$ cat config.mk
export PLATFORM = sky130hd
export DESIGN_NAME = delay_fifo_drain
export DESIGN_NICKNAME = d
export VERILOG_FILES = /design/src/rtl/delay_fifo_drain_pkg.sv /design/src/rtl/delay_fifo_drain_sat_counter.sv /design/src/rtl/delay_fifo_drain.sv
export SDC_FILE = /design/constraint.sdc
export NUM_CORES = 1
export LEC_CHECK = 0
export ABC_CLOCK_PERIOD_IN_PS = 2790
export CAP_MARGIN = 15
export CORE_MARGIN = 2
export CORE_UTILIZATION = 52
export DETAILED_ROUTE_END_ITERATION = 10
export HOLD_SLACK_MARGIN = 0.03
export PLACE_DENSITY = 0.78
export REMOVE_ABC_BUFFERS = 1
export SLEW_MARGIN = 20
export SYNTH_ARGS = -nofsm -noshare
export SYNTH_HDL_FRONTEND = slang
export SYNTH_SLANG_ARGS = --single-unit
export TNS_END_PERCENT = 20
$ cat constraint.sdc
create_clock -name _i_clk -period 2.79 [get_ports _i_clk]
set_input_delay 0.279 -clock _i_clk [delete_from_list [all_inputs] [get_ports _i_clk]]
set_output_delay 0.279 -clock _i_clk [all_outputs]
set_load 0.005 [all_outputs]
$ cat src/rtl/delay_fifo_drain_pkg.sv
// Shared constants for the delay_fifo_drain adapter: default geometry, derived
// pointer/occupancy widths and the drop-counter saturation value.
package delay_fifo_drain_pkg;

  localparam int FIFO_WIDTH_DEFAULT = 8;
  localparam int FIFO_DEPTH_DEFAULT = 4;
  localparam int DROP_CNT_W_DEFAULT = 8;

  // Pointer width for a power-of-two depth; never narrower than one bit.
  function automatic int ptr_width(input int depth);
    if (depth <= 1) begin
      return 1;
    end else begin
      return $clog2(depth);
    end
  endfunction

  localparam int FIFO_PTR_W_DEFAULT   = ptr_width(FIFO_DEPTH_DEFAULT);
  localparam int FIFO_COUNT_W_DEFAULT = FIFO_PTR_W_DEFAULT + 1;

  localparam logic [DROP_CNT_W_DEFAULT-1:0] DROP_CNT_SAT_DEFAULT = {DROP_CNT_W_DEFAULT{1'b1}};

endpackage

$ cat src/rtl/delay_fifo_drain_sat_counter.sv
// Saturating up-counter used to tally words lost to back-pressure.
module sat_counter
  import delay_fifo_drain_pkg::*;
#(
  parameter int CNT_W = DROP_CNT_W_DEFAULT
) (
  input  logic             clk,
  input  logic             rst,
  input  logic             inc,
  output logic [CNT_W-1:0] value
);

  localparam logic [CNT_W-1:0] SAT = {CNT_W{1'b1}};

  logic [CNT_W-1:0] cnt_q;
  logic [CNT_W-1:0] cnt_d;

  // Next count: hold once all-ones is reached.
  always_comb begin
    cnt_d = cnt_q;
    if (inc && (cnt_q != SAT)) begin
      cnt_d = cnt_q + CNT_W'(1);
    end else begin
      cnt_d = cnt_q;
    end
  end

  // Count register.
  always_ff @(posedge clk) begin
    if (rst) begin
      cnt_q <= {CNT_W{1'b0}};
    end else begin
      cnt_q <= cnt_d;
    end
  end

  assign value = cnt_q;

endmodule

$ cat src/rtl/delay_fifo_drain.sv
// Non-stallable-to-stallable adapter: a small FIFO that absorbs a free-running
// stream, hands it out over valid/ready, and drops (and counts) words when full.
module delay_fifo_drain
  import delay_fifo_drain_pkg::*;
#(
  parameter int WIDTH = FIFO_WIDTH_DEFAULT,
  parameter int DEPTH = FIFO_DEPTH_DEFAULT,
  parameter int CNT_W = DROP_CNT_W_DEFAULT
) (
  input  logic                        _i_clk,
  input  logic                        _i_rst,
  input  logic [WIDTH-1:0]            _i_in_data,
  input  logic                        _i_in_valid,
  input  logic                        _i_out_ready,
  output logic [WIDTH-1:0]            __output,
  output logic                        _o_out_valid,
  output logic [ptr_width(DEPTH):0]   _o_count,
  output logic                        _o_overflow,
  output logic [CNT_W-1:0]            _o_drop_count
);

  localparam int PTR_W = ptr_width(DEPTH);
  localparam int OCC_W = PTR_W + 1;
  localparam logic [OCC_W-1:0] FULL_LVL = OCC_W'(DEPTH);

  logic [WIDTH-1:0] mem_q [DEPTH];
  logic [PTR_W-1:0] rd_ptr_q, rd_ptr_d;
  logic [PTR_W-1:0] wr_ptr_q, wr_ptr_d;
  logic [OCC_W-1:0] count_q, count_d;
  logic             overflow_q, overflow_d;
  logic             out_valid_q, out_valid_d;
  logic             full_s;
  logic             pop_s;
  logic             push_s;
  logic             drop_s;

  // Handshake decode and next-state for pointers, occupancy and flags.
  // Reset masks all three events so nothing moves while it is held.
  always_comb begin
    full_s      = (count_q == FULL_LVL);
    pop_s       = out_valid_q & _i_out_ready & ~_i_rst;
    push_s      = _i_in_valid & (~full_s | pop_s) & ~_i_rst;
    drop_s      = _i_in_valid & full_s & ~pop_s & ~_i_rst;
    rd_ptr_d    = rd_ptr_q;
    wr_ptr_d    = wr_ptr_q;
    count_d     = count_q;
    overflow_d  = overflow_q | drop_s;

    if (push_s) begin
      wr_ptr_d = wr_ptr_q + PTR_W'(1);
    end else begin
      wr_ptr_d = wr_ptr_q;
    end

    if (pop_s) begin
      rd_ptr_d = rd_ptr_q + PTR_W'(1);
    end else begin
      rd_ptr_d = rd_ptr_q;
    end

    case ({push_s, pop_s})
      2'b10:   count_d = count_q + OCC_W'(1);
      2'b01:   count_d = count_q - OCC_W'(1);
      default: count_d = count_q;
    endcase

    out_valid_d = (count_d != {OCC_W{1'b0}});
  end

  // Control state; valid is registered from the next occupancy so it never
  // depends on the consumer's ready in the same cycle.
  always_ff @(posedge _i_clk) begin
    if (_i_rst) begin
      rd_ptr_q    <= {PTR_W{1'b0}};
      wr_ptr_q    <= {PTR_W{1'b0}};
      count_q     <= {OCC_W{1'b0}};
      overflow_q  <= 1'b0;
      out_valid_q <= 1'b0;
    end else begin
      rd_ptr_q    <= rd_ptr_d;
      wr_ptr_q    <= wr_ptr_d;
      count_q     <= count_d;
      overflow_q  <= overflow_d;
      out_valid_q <= out_valid_d;
    end
  end

  // Storage write port; contents are deliberately left unreset.
  always_ff @(posedge _i_clk) begin
    if (push_s) begin
      mem_q[wr_ptr_q] <= _i_in_data;
    end
  end

  sat_counter #(
    .CNT_W (CNT_W)
  ) u_drop_cnt (
    .clk   (_i_clk),
    .rst   (_i_rst),
    .inc   (drop_s),
    .value (_o_drop_count)
  );

  assign __output     = mem_q[rd_ptr_q];
  assign _o_out_valid = out_valid_q;
  assign _o_count     = count_q;
  assign _o_overflow  = overflow_q;

endmodule

After elaboration in Yosys (flattened, before gate mapping)
Memory sizes are Yosys's and may differ from the RTL's. A register that Yosys moved wholly into a read port is not among the register bits.
Index checks and enable logic that the tools add are counted.
W data, S select, Z words.
{"block": "classes", "n_addsub": 5, "eq_ne": 4, "n_mux": 5, "n_bitwise": 12, "reduce_logical": 2}
{"op": "$add A8 B1 Y8 const B", "count": 1}
{"op": "$ne A8 B8 Y1 const B", "count": 1}
{"op": "$and A1 B1 Y1", "count": 7}
{"op": "$pmux W3 S2", "count": 1}
{"op": "$add A2 B1 Y2 const B", "count": 2}
{"op": "$mux W2", "count": 2}
{"op": "$add A3 B1 Y3 const B", "count": 1}
{"op": "$eq A3 B3 Y1 const B", "count": 1}
{"op": "$not A1 Y1", "count": 3}
{"op": "$reduce_bool A3 Y1", "count": 1}
{"op": "$sub A3 B1 Y3 const B", "count": 1}
{"op": "$eq A2 B1 Y1 const B", "count": 1}
{"op": "$eq A2 B2 Y1 const B", "count": 1}
{"op": "$mux W1", "count": 2}
{"op": "$or A1 B1 Y1", "count": 2}
{"op": "$logic_and A1 B1 Y1", "count": 1}
{"block": "word_totals", "regBits": 17, "ram_bits": 32, "in_bits": 12, "out_inout_bits": 21, "n_memories": 1}
{"memory": "mem_q", "depth": 4, "width": 8, "rd": 1, "rd_ports_with_merged_regs": 1, "wr": 1, "line": "delay_fifo_drain.sv:26", "source": "logic [WIDTH-1:0] mem_q [DEPTH];"}

Longest topological paths before layout
{"block": "logic_depth", "word_depth": 8, "depth_mapped": 10, "ltp_nobuf": 10}

Hierarchy
Synthesis repeated with hierarchy kept, for this count alone.
{"block": "hier_totals", "cells_unflattened": 151, "hier_area_um2": 2174.6}
{"mod": "delay_fifo_drain", "n_inst": 1, "cells_each": 105, "area_each_um2": 1744.2}
{"mod": "sat_counter", "n_inst": 1, "cells_each": 46, "area_each_um2": 430.4}

Worst setup path before layout
No wires, ideal clock.
{"block": "synth_path", "path_kind": "register to register", "startpoint": "register count_q[0] (netlist: _o_count[0])", "endpoint": "register out_valid_q (netlist: _o_out_valid)", "arrival_ns": 2.073, "path_slack_ns": 0.590, "stages_incl_launch_ff": 11, "synth_period_minus_slack_ns": 2.200, "path_cell_list": "dfxtp_1 nor3b_4 a211oi_2 inv_1 ha_1 inv_1 fa_1 xor2_1 o21ai_0 a21oi_1 or3_1"}
{"block": "synth_via", "elab_chain_len": 8, "elab_cells_between_ends": 11, "cone_classes": "2 x add/sub; 3 x eq/ne; 1 x mux; 4 x bitwise; 1 x reduce/logical"}
{"element": "start, declared", "line": "delay_fifo_drain.sv:29", "source": "logic [OCC_W-1:0] count_q, count_d;"}
{"element": "start signal, assigned", "line": "delay_fifo_drain.sv:76", "source": "count_q <= {OCC_W{1'b0}};"}
{"element": "start signal, assigned", "line": "delay_fifo_drain.sv:82", "source": "count_q <= count_d;"}
{"element": "$eq A3 B3 Y1", "line": "delay_fifo_drain.sv:40", "source": "full_s = (count_q == FULL_LVL);"}
{"element": "$not A1 Y1", "line": "delay_fifo_drain.sv:42", "source": "push_s = _i_in_valid & (~full_s | pop_s) & ~_i_rst;"}
{"element": "$or A1 B1 Y1", "line": "delay_fifo_drain.sv:42"}
{"element": "$and A1 B1 Y1 (2 in a row)", "line": "delay_fifo_drain.sv:42"}
{"element": "$eq A2 B1 Y1 or $eq A2 B2 Y1 (tied branches)", "line": "delay_fifo_drain.sv:61", "source": "case ({push_s, pop_s})"}
{"element": "$pmux W3 S2 (*)", "line": "delay_fifo_drain.sv:61"}
{"element": "$reduce_bool A3 Y1 (*)", "line": "delay_fifo_drain.sv:67", "source": "out_valid_d = (count_d != {OCC_W{1'b0}});"}
{"element": "end signal, assigned", "line": "delay_fifo_drain.sv:84", "source": "out_valid_q <= out_valid_d;"}
{"element": "end, declared", "line": "delay_fifo_drain.sv:31", "source": "logic out_valid_q, out_valid_d;"}
Mark *: on every way between the ends. The rest lies on a longest branch, timed or not.
A chain may end at the register's enable or synchronous reset.

Worst setup path in the final report
{"block": "layout_path", "startpoint": "register count_q[2] (netlist: _o_count[2])", "endpoint": "register out_valid_q (netlist: _o_out_valid)"}
Same word-level chain as after synthesis.

==> out/results.tsv <==
stage	metric	value	unit
setup_path	r2r_cells	10	
placement	hpwlAfterDp	2.49	mm
timing	fin_tns_setup	0	ns
timing	clock_skew	0.00969	ns
cts	clkTransAtPathRegs	0.09	ns
final_layout	drive_gt1_share	11.5	%
cts	clock_path_buffers	2	
routing	routed_wirelength	3.46	mm
power	power	1.39	mW
synthesis	synth_cells	143	
global_route	grtUsageTotal	18.3	%
die	rows	22	
setup_path	worst_setup_path_end_kind	flop	
setup_path	reg2reg_slack	0.39	ns
routing	firstDrtPassIters	4	
cts	clock-sinks	51	
routing	ant_nets	0	
setup_path	max_stage_delay	0.39	ns
cts	cts-htree-levels	2	
placement	placed_cells	222	
die	ios	33	
global_route	grt_pass1_vias	1270	
timing	worst_slack	0.394	ns
final_layout	layout_common_cells	32 x clkdlybuf4s50_1, 32 x edfxtp_1, 19 x dfxtp_1	
global_route	grt-ovfl-total	0	
power	p_leak	0.861	nW
synthesis	synth.distinct_cells	32	
setup_path	r2r_end	_o_out_valid	
die	die_x	67.1	µm
die	die_h	67.1	µm
final_layout	utilization	67.8	%
placement	io_buffer_count	32	
global_route	grt_max_degree	15	
setup_path	crit_type	reg -> reg	
setup_path	worstPathCellList	nor3b_4 > a211oi_2 > inv_1 > ha_1 > inv_1 > fa_1 > xor2_1 > or3_1 > a21oi_1 > or3_1	
die	die-area	0.00451	mm²
setup_path	reg2reg_from	_o_count[2]	
routing	drtIter0Drc	40	
setup_path	startpoint	_o_count[2]	
timing	final.period_utilization	85.9	%
setup_path	cp_slowest_cell	dfxtp_1	
setup_path	crit_arrival	2.64	ns
power	vdd_drop_max	0.000411	V
timing	maxSlewHeadroom	64.4	%
setup_path	cp-endpoint	_o_out_valid	
flow_run	cap_violations	0	
routing	vias_per_cell	5.38	
placement	dp_slack	0.141	ns
worst_hold_path	hp-class	reg -> reg	
timing	finalHoldViolations	0	
synthesis	synth-seq-cells	51	
setup_path	start_kind	flop	
timing	setup_violations	0	
cts	insertion_delay	0.29	ns
outcome	status	complete, no violations	
timing	fmax	417	MHz
final_layout	area_growth	22.6	%
power	p_per_area	546	mW/mm²
global_route	antenna_found_initial	0	
synthesis	syn_area_per_cell	14.5	µm²
synthesis	ys_seq_area_share	64.7	%
die	start_util	55.3	%
timing	fin_crit	2.40	ns
final_layout	num_antenna_cells	0	
timing	tightest_slew	0.533	ns
die	core_area	0.00374	mm²
placement	place.gp.congestion	0.721	
final_layout	finalNonFillerCells	230	
cts	cts_tree	yes	
timing	grt_setup_unrepaired	false	
cts	root_buffer	clkbuf_8	
synthesis	synth_area	0.00207	mm²
cts	postCtsSetupBuffers	0	
routing	vias	1237	
routing	drc	0	
synthesis	yosys_warnings	0	
setup_path	required	3.04	ns
routing	wire_per_inst	15.0	µm
timing	slew_viol_final	0	
final_layout	layout.nets	200	
cts	cts_resized	0	
setup_path	cp_max_fo	4	
global_route	grt_pass1_wl	5.85	mm
cts	holdBufCountCts	0	
worst_hold_path	min_from	_o_overflow	
cts	cts_inserted_buffers	5	
## cell usage after synthesis
library cell,count,area (µm²)
xor2_1,4,35.0
inv_1,9,33.8
nand2_1,5,18.8
nor3_1,1,5.00
nand3_1,5,25.0
nor4b_1,1,8.76
o21ai_0,5,25.0
o31ai_1,1,7.51
and3b_1,1,8.76
and3_1,2,12.5
mux4_2,8,180
clkbuf_1,1,3.75
nor3b_4,1,18.8
ha_1,6,75.1
o21bai_1,1,7.51
dfxtp_1,19,380
a211oi_2,1,12.5
o2111ai_2,1,15.0
buf_2,1,5.00
nor2b_1,2,12.5
a21oi_1,6,30.0
buf_1,2,7.51
fa_1,1,20.0
mux2_2,1,11.3
nand4_1,2,12.5
and2_1,4,25.0
or3_1,5,31.3
xnor2_1,2,17.5
mux2i_1,2,20.0
nor3b_1,1,7.51
edfxtp_1,32,961
nor2_1,10,37.5
## routing by layer
metal	global-route usage, %	vias up	wire length, µm
li1	-	598	-
met1	22.3	603	1490
met2	30.9	31	1750
met3	4.05	5	159
met4	8.42	0	54
met5	0	-	0
## layout make-up
cell class | count | area [µm²]
Sequential cell | 51 | 1340
Fill cell | 277 | 1200
Multi-Input combinational cell | 79 | 681
Timing Repair Buffer | 35 | 343
Clock buffer | 7 | 76.3
Tap cell | 48 | 60.1
Inverter | 9 | 33.8
Clock inverter | 1 | 5.00
## worst max-delay path: cells and delay by family (launching register included)
family,cells,cell delay [ns]
buf+inv,2,0.14
flops,1,0.39
compound gates,2,0.34
xor+xnor,1,0.16
simple gates,3,0.76
fa+ha+maj,2,0.56
## registers in the layout, summed over array words and instances, names as in the netlist, named ones only
signal,count
_o_out_valid,1
wr_ptr_q,2
rd_ptr_q,2
mem_q,32
_o_overflow,1
_o_count,3
u_drop_cnt.value,8
## worst min-delay path by stage
| stage | cells past startpoint | slack, ns | end |
|---|---|---|---|
| floorplan | 1 | 0.35 | u_drop_cnt.value[2] |
| global placement | 2 | 0.44 | _o_overflow |
| detailed placement | 2 | 0.46 | _o_overflow |
| CTS | 2 | 0.47 | _o_overflow |
| global route | 2 | 0.47 | _o_overflow |
| finish | 2 | 0.46 | _o_overflow |
## stage by stage
step	area [µm²]	hold WS, ns
3_5_place_dp	2460	0.456
3_3_place_gp	2460	0.440
6_report	2540	0.459
2_1_floorplan	2060	0.348
5_1_grt	2540	0.470
4_1_cts	2540	0.469
## cell families after synthesis
group	share of synthesized area, %
DFF	64.7
and+or+nand+nor	10.8
AOI/OAI and AO/OA	4.71
buffers and inverters	2.42
muxes	10.2
adders and majority gates	4.59
xor gates and xnor gates	2.54
## where the power goes
group | switching [mW] | total (mW) | internal [mW]
Sequential | 0.0237 | 0.852 | 0.828
Clock | 0.212 | 0.388 | 0.176
Combinational | 0.0605 | 0.148 | 0.0875
No activity file was read; power rests on OpenSTA's default activity.
